<file path="src/rtl/rf_write_arbiter.sv">
// Round-robin write-port arbiter for a register file, with an init sequencer
// that sweeps every address with INIT_VALUE on command. The rf_* outputs are
// registered and connect directly to the register file's write port.
module rf_write_arbiter #(
  parameter int                    NUM_REQ    = 2,
  parameter int                    ADDR_WIDTH = 1,
  parameter int                    DATA_WIDTH = 8,
  parameter logic [DATA_WIDTH-1:0] INIT_VALUE = '0
) (
  input  logic                          clk,
  input  logic                          reset,
  input  logic                          init_start,
  output logic                          init_busy,
  input  logic [NUM_REQ-1:0]            req_valid,
  input  logic [NUM_REQ*ADDR_WIDTH-1:0] req_addr,
  input  logic [NUM_REQ*DATA_WIDTH-1:0] req_data,
  output logic [NUM_REQ-1:0]            req_ready,
  output logic                          rf_write_enable,
  output logic [ADDR_WIDTH-1:0]         rf_addr,
  output logic [DATA_WIDTH-1:0]         rf_write_data,
  output logic [$clog2(NUM_REQ)-1:0]    grant_id
);

  localparam int GW = $clog2(NUM_REQ);

  typedef enum logic {
    ST_RUN  = 1'b0,
    ST_INIT = 1'b1
  } state_t;

  state_t                  state_q, state_d;
  logic [GW-1:0]           rr_ptr_q, rr_ptr_d;
  logic [ADDR_WIDTH-1:0]   init_cnt_q, init_cnt_d;
  logic                    we_q, we_d;
  logic [ADDR_WIDTH-1:0]   addr_q, addr_d;
  logic [DATA_WIDTH-1:0]   data_q, data_d;
  logic [GW-1:0]           gid_q, gid_d;

  logic                    found;
  logic [GW-1:0]           winner;
  logic                    xfer;
  logic [NUM_REQ-1:0]      grant_vec;

  // Round-robin search: first valid requester starting at rr_ptr, wrapping.
  always_comb begin
    int            idx;
    logic [GW-1:0] cand;
    idx    = 0;
    cand   = '0;
    found  = 1'b0;
    winner = '0;
    for (int i = 0; i < NUM_REQ; i++) begin
      idx = int'(rr_ptr_q) + i;
      if (idx >= NUM_REQ) idx = idx - NUM_REQ;
      cand = GW'(idx);
      if (!found && req_valid[cand]) begin
        found  = 1'b1;
        winner = cand;
      end
    end
  end

  // A grant is only offered in RUN when no init sweep is being requested;
  // init_start wins over any pending request. Held low while in reset.
  always_comb begin
    xfer      = (state_q == ST_RUN) && !init_start && found;
    grant_vec = '0;
    if (xfer && reset) grant_vec[winner] = 1'b1;
  end

  assign req_ready = grant_vec;

  // Next-state logic for the FSM, pointer, init counter and write-port register.
  always_comb begin
    state_d    = state_q;
    rr_ptr_d   = rr_ptr_q;
    init_cnt_d = init_cnt_q;
    we_d       = 1'b0;
    addr_d     = addr_q;
    data_d     = data_q;
    gid_d      = gid_q;
    case (state_q)
      ST_RUN: begin
        if (init_start) begin
          state_d = ST_INIT;
        end else if (found) begin
          we_d   = 1'b1;
          addr_d = req_addr[int'(winner)*ADDR_WIDTH +: ADDR_WIDTH];
          data_d = req_data[int'(winner)*DATA_WIDTH +: DATA_WIDTH];
          gid_d  = winner;
          // Pointer moves just past the winner so it has lowest priority next.
          rr_ptr_d = (winner == GW'(NUM_REQ - 1)) ? '0 : winner + GW'(1);
        end
      end
      ST_INIT: begin
        we_d   = 1'b1;
        addr_d = init_cnt_q;
        data_d = INIT_VALUE;
        gid_d  = '0;
        if (init_cnt_q == '1) begin
          init_cnt_d = '0;
          state_d    = ST_RUN;
        end else begin
          init_cnt_d = init_cnt_q + ADDR_WIDTH'(1);
        end
      end
      default: state_d = ST_RUN;
    endcase
  end

  // State and write-port registers; asynchronous active-low reset.
  always_ff @(posedge clk or negedge reset) begin
    if (!reset) begin
      state_q    <= ST_RUN;
      rr_ptr_q   <= '0;
      init_cnt_q <= '0;
      we_q       <= 1'b0;
      addr_q     <= '0;
      data_q     <= '0;
      gid_q      <= '0;
    end else begin
      state_q    <= state_d;
      rr_ptr_q   <= rr_ptr_d;
      init_cnt_q <= init_cnt_d;
      we_q       <= we_d;
      addr_q     <= addr_d;
      data_q     <= data_d;
      gid_q      <= gid_d;
    end
  end

  assign init_busy       = (state_q == ST_INIT);
  assign rf_write_enable = we_q;
  assign rf_addr         = addr_q;
  assign rf_write_data   = data_q;
  assign grant_id        = gid_q;

endmodule
</file>
<file path="config.mk">
export PLATFORM = sky130hd
export DESIGN_NAME = rf_write_arbiter
export DESIGN_NICKNAME = d
export VERILOG_FILES = /design/src/rtl/rf_write_arbiter.sv
export SDC_FILE = /design/constraint.sdc
export NUM_CORES = 1
export LEC_CHECK = 0
export BUFFER_PORTS_ARGS = -buffer_cell sky130_fd_sc_hd__buf_4
export CAP_MARGIN = 20
export CORE_MARGIN = 8
export CORE_UTILIZATION = 42
export CTS_CLUSTER_DIAMETER = 200
export CTS_CLUSTER_SIZE = 28
export DETAILED_ROUTE_END_ITERATION = 7
export GPL_TIMING_DRIVEN = 0
export PLACE_DENSITY = 0.77
export SETUP_SLACK_MARGIN = 0.4
export SYNTH_ARGS = -nofsm -noshare
export SYNTH_HDL_FRONTEND = slang
export SYNTH_SLANG_ARGS = --single-unit
</file>
<file path="constraint.sdc">
create_clock -name clk -period 1.7 [get_ports clk]
set_clock_uncertainty 0.05 [all_clocks]
set_input_delay 0.34 -clock clk [delete_from_list [all_inputs] [get_ports clk]]
set_output_delay 0.34 -clock clk [all_outputs]
set_load 0.01 [all_outputs]
</file>
==> results of run 1 <==
==> power by group through the flow <==
stage                     clock (µW)  sequential (µW)  combinational (µW)
after detailed placement           0              510                 581
final                            241              506                 724
after floorplan                    0              540                 309
after CTS                        241              504                 640
after global placement             0              503                 575
after global routing             265              520                 776
==> area by class of cell <==
cell class                      count  area (µm²)  area share
Inverter                            2        7.51     0.00657
Sequential cell                    14         350       0.307
Buffer                              3        42.5      0.0372
Tap cell                           16        20.0      0.0175
Multi-Input combinational cell     45         330       0.289
Timing Repair Buffer               45         355       0.311
Clock buffer                        4        36.3      0.0318
==> repair_timing <==
action,4_1_cts,5_1_grt
hold buffers,1,0
setup buffers,5,2
hold endpoints to repair,14,0
resized for setup,4,7
endpoints found under the setup margin,12,14
pin swaps,3,3
cloned,0,1
==> through the flow <==
step / cell area [µm²] / total power [µW] / TNS (ps) / setup slack [ps]
global route: 1140 / 1560 / -102 / -56.5
detailed placement: 1000 / 1090 / 0 / 123
CTS: 1100 / 1390 / 0 / 21.2
finish: 1140 / 1470 / 0 / 19.3
floorplan: 711 / 849 / 0 / 361
global placement: 1000 / 1080 / 0 / 127
==> logic make-up after synthesis <==
kind of cell | share of synthesized area
AOI/OAI and AO/OA | 0.141
xor gates and xnor gates | 0.0126
buffers and inverters | 0.0722
DFF | 0.505
muxes | 0.116
and+or+nand+nor | 0.153
==> how the worst max path moves through the flow <==
| stage | start | endpoint |
|---|---|---|
| CTS | init_busy$_DFF_PN0_ | req_ready[0] |
| global route | init_busy$_DFF_PN0_ | req_ready[1] |
| floorplan | rr_ptr_q$_DFFE_PN0P_ | req_ready[0] |
| finish | init_busy$_DFF_PN0_ | req_ready[0] |
| global placement | req_valid[0] | req_ready[0] |
| detailed placement | req_valid[0] | req_ready[0] |
==> registers in the layout, summed over array words and instances, names as in the netlist <==
signal           count
grant_id             1
init_busy            1
init_cnt_q           1
rf_addr              1
rf_write_data        8
rf_write_enable      1
rr_ptr_q             1
==> critical path, cell delays in order (launching register included) <==
cell     delay [ps]
dfrtp_1         400
buf_6           130
nor3_4          190
and3_4          210
buf_6            90
==> cells in the mapped netlist, drive strengths merged <==
library cell / count
a21oi: 1
and2b: 1
and3: 1
buf: 3
dfrtp: 14
inv: 2
mux2i: 8
nand2: 11
nor2: 6
nor3: 2
nor3b: 1
o21ai: 11
o21ba: 1
o41ai: 1
xor2: 1
==> per-layer routing <==
metal  vias up  routed length, µm
met5         -                  0
met4         0                 21
met3         3                212
met2        30                894
met1       303                816
li1        313                  -
==> metrics, run 1 <==
status finished clean; placed insts 116; Post-Synthesis Cell Area 693 µm²; FF-to-FF Start init_busy$_DFF_PN0_; WHS Endpoint rf_write_data[1]$_DFFE_PN0P_; max-slew violation count 0; drt pass-1 iters 4; Sink Count 14; post-synth top area cell dfrtp_1; FF-to-FF End rr_ptr_q$_DFFE_PN0P_; overall routed net length 1.94 mm; crit path launch type register; Inserted Diodes 0; final period utilization 0.989; GR peak layer met2; GP Congestion 0.796; Vias 649; Clock power frac 0.164; Leakage 0.000579 µW; Post-DP HPWL 1.38 mm; Synth top area share 0.505; reg2reg setup slack 220 ps; Max IR drop VDD 0.858 mV; final core utilization 0.750; most frequent cells in the layout buf_4, dfrtp_1, nand2_1, mux2i_1, o21ai_1; min-delay worst type in2reg; syn_area_per_cell 10.8 µm²; max cap viols 0; GR Layer Usage met2 0.183; IO Count 37; wire per inst 15.1 µm; TritonCTS clock tree built; total grt overflow 0; hold depth 3; die area 3210 µm²; area grow syn2layout 64.8%; Yosys cell types 20; required time worst endpoint 1310 ps; Flop pwr share 0.344; synth top area cells dfrtp_1, mux2i_1, o21ai_1; GRT met3 Usage 0.0607; Synth Instances 64; die span in y 56.6 µm; hold_ws 271 ps; Final Net Count 137; worst hold start req_data[9]; Syn Nets 87; GRT Total Usage 0.117; CORE AREA 1520 µm²; Vias/cell 5.03; fmax 595 MHz; fraction of layout cells with a size suffix above 1 0.558; Cell Pwr Density 1290 nW/µm²; final hold violation count 0; Row Count 14; antenna violations before repair 0; clk slew on worst S/H paths 80 ps; Clock Tree Buf Depth 2; Reg2Reg Depth 7; first-pass GRT wire length 3.07 mm; commonest non-fill, non-tap cell in the layout buf_4; final count of negative-setup-slack endpoints 0; sequential area share after synthesis 0.505; Initial Util 0.455; internal power 978 µW; CP max FO 3; cts bufs inserted 3; initial drt markers 9; fin crit period 1680 ps; final cell count without fillers 129; critical path class reg2out; endpoint class of the critical path output port; cell chosen for the clock root clkbuf_4; RSZ-0062 raised after global routing yes; H-tree levels 1; worst slew pin tran 644 ps; Sw Ratio 0.335; worst-skew pair later-pin latency 280 ps; Psw 492 µW; Worst Path Arrival 1290 ps; largest net degree at the start of global routing 15; Comb pwr share 0.492; GR Layer Usage met1 0.127; Die Wd 56.6 µm; Yosys Warn Count 0; Slew headroom 0.569; Synth Register Bits 14; vias in the first global route 675; fillers 111; Routed Antenna Nets 0; PortBufs 36; DR DRC count 0
(Power assumes the default switching activity.)
==> run 2: changes to the inputs <==
--- a/config.mk
+++ b/config.mk
@@ -8,12 +8,11 @@
 export BUFFER_PORTS_ARGS = -buffer_cell sky130_fd_sc_hd__buf_4
 export CAP_MARGIN = 20
 export CORE_MARGIN = 8
-export CORE_UTILIZATION = 42
-export CTS_CLUSTER_DIAMETER = 200
+export CORE_UTILIZATION = 30
 export CTS_CLUSTER_SIZE = 28
 export DETAILED_ROUTE_END_ITERATION = 7
 export GPL_TIMING_DRIVEN = 0
-export PLACE_DENSITY = 0.77
+export PLACE_DENSITY = 0.58
 export SETUP_SLACK_MARGIN = 0.4
 export SYNTH_ARGS = -nofsm -noshare
 export SYNTH_HDL_FRONTEND = slang
==> metrics, run 2 (same netlist as run 1, synthesis figures left out) <==
Cell Pwr Density 1230 nW/µm² (was 1290 nW/µm²); drt pass-1 iters 4 (unchanged); endpoint class of the critical path output port (unchanged); final count of negative-setup-slack endpoints 0 (unchanged); fillers 206 (was 111); crit-path most repeated cell buf_6 (unchanged); TritonCTS clock tree built (unchanged); die span in y 64.1 µm (was 56.6 µm); first-pass GRT wire length 3.13 mm (was 3.07 mm); Max IR drop VDD 0.596 mV (was 0.858 mV); final core utilization 0.546 (was 0.750); Routed Antenna Nets 0 (unchanged); total grt overflow 0 (unchanged); Leakage 0.000591 µW (was 0.000579 µW); CP max FO 3 (unchanged); DR DRC count 0 (unchanged); Row Count 17 (was 14); fin crit period 1660 ps (was 1680 ps); wire per inst 14.3 µm (was 15.1 µm); largest net degree at the start of global routing 15 (unchanged); Vias 656 (was 649); vias in the first global route 678 (was 675); cell chosen for the clock root clkbuf_4 (unchanged); clk slew on worst S/H paths 80 ps (about the same); die area 4100 µm² (was 3210 µm²); CORE AREA 2190 µm² (was 1520 µm²); worst-skew pair later-pin latency 270 ps (was 280 ps); Inserted Diodes 0 (unchanged); CP peak stage delay 390 ps (was 400 ps); setup_tns 0 ps (unchanged); cts bufs inserted 3 (unchanged); Initial Util 0.316 (was 0.455); overall routed net length 2.03 mm (was 1.94 mm); final period utilization 0.975 (was 0.989); max-slew violation count 0 (unchanged); commonest non-fill, non-tap cell in the layout buf_4 (unchanged); Final Net Count 139 (was 137); Slew headroom 0.561 (was 0.569); most frequent cells in the layout buf_4, dfrtp_1, mux2i_1, o21ai_1, nand2_2 (was buf_4, dfrtp_1, nand2_1, mux2i_1, o21ai_1); final hold violation count 0 (unchanged); slowest stage cell, crit path dfrtp_1 (unchanged); Vias/cell 4.62 (was 5.03); PortBufs 36 (unchanged); max cap viols 0 (unchanged); final cell count without fillers 142 (was 129); Worst Path Arrival 1270 ps (was 1290 ps); required time worst endpoint 1310 ps (about the same); max FFs per register 8 (unchanged); RSZ-0062 raised after global routing yes (unchanged); IO Count 37 (unchanged); worst slew pin tran 656 ps (was 644 ps); reg2reg setup slack 300 ps (was 220 ps); H-tree levels 1 (unchanged); fmax 603 MHz (was 595 MHz); initial drt markers 24 (was 9); cell chain of the critical path buf_6, nor3_4, and3_4, buf_6 (unchanged); placed insts 128 (was 116); antenna violations before repair 0 (unchanged); min-delay worst type in2reg (unchanged); hold depth 3 (unchanged); critical path class reg2out (unchanged); Post-DP HPWL 1.40 mm (was 1.38 mm); crit path buf inv count 2 (unchanged); GP Congestion 0.742 (was 0.796); Reg2Reg Depth 7 (unchanged); status finished clean (unchanged); cell depth of the worst setup path 4 (unchanged); fraction of layout cells with a size suffix above 1 0.649 (was 0.558); Sink Count 14 (unchanged); Clock Tree Buf Depth 2 (unchanged); area grow syn2layout 72.6% (was 64.8%); crit path launch type register (unchanged); Die Wd 64.1 µm (was 56.6 µm); GRT Total Usage 0.0960 (was 0.117); Crit path max-delay family flip-flops (unchanged)
==> run 2: power breakdown <==
group / internal [µW] / total (µW) / switching [µW] / leakage, µW
Sequential: 437 / 507 / 69.9 / 0.000177
Combinational: 449 / 786 / 337 / 0.000400
Clock: 82.1 / 183 / 101 / 0.0000138
Total: 968 / 1480 / 509 / 0.000591
==> run 2: path summary, 6_finish.rpt <==
kind                                   startpoint                           end
setup / recovery              init_busy$_DFF_PN0_                  req_ready[0]
hold / removal                        req_data[8]  rf_write_data[0]$_DFFE_PN0P_
setup reg to reg              init_busy$_DFF_PN0_           rf_addr$_DFFE_PN0P_
hold reg to reg            init_cnt_q$_DFFE_PN0P_        init_cnt_q$_DFFE_PN0P_
max in group asynchronous                   reset           rf_addr$_DFFE_PN0P_
min in group asynchronous                   reset  rf_write_data[0]$_DFFE_PN0P_
==> run 2: area by class of cell <==
| class | count | area [µm²] | area share |
|---|---|---|---|
| clock buffer | 3 | 22.5 | 0.0188 |
| tap | 28 | 35.0 | 0.0293 |
| timing repair buffer | 47 | 379 | 0.317 |
| inverter | 2 | 7.51 | 0.00628 |
| multi-input combinational | 45 | 359 | 0.300 |
| buffer | 3 | 42.5 | 0.0356 |
| sequential | 14 | 350 | 0.293 |
==> run 2: metal layers <==
| metal | track usage | up-vias | part of all wire |
|---|---|---|---|
| li1 | - | 323 | - |
| met1 | 0.106 | 307 | 0.42 |
| met2 | 0.158 | 21 | 0.51 |
| met3 | 0.0296 | 5 | 0.054 |
| met4 | 0.0585 | 0 | 0.018 |
| met5 | 0 | - | 0 |
==> run 2: worst reg2reg max path: cells and delay by family (launching register included) <==
| kind | cells | cell delay [ps] |
|---|---|---|
| DFF | 1 | 390 |
| AOI/OAI and AO/OA | 2 | 300 |
| buffers and inverters | 4 | 510 |
| and+or+nand+nor | 1 | 50 |
==> run 2: timing repair <==
item	4_1_cts	5_1_grt
endpoints found under the setup margin	12	14
hold buffers	1	0
cloned	1	0
pin swaps	3	12
gates resized for setup	5	19
endpoints found under the hold margin	14	0
buffers inserted	5	4
==> run 2: metrics by stage <==
step	setup WS [ps]	hold WS, ps	total power [µW]	instance area, µm²
floorplan	361	-5.59	849	711
global placement	119	161	1090	1020
detailed placement	107	160	1100	1020
CTS	21.9	278	1350	1100
global route	-62.8	282	1570	1200
finish	41.9	282	1480	1200
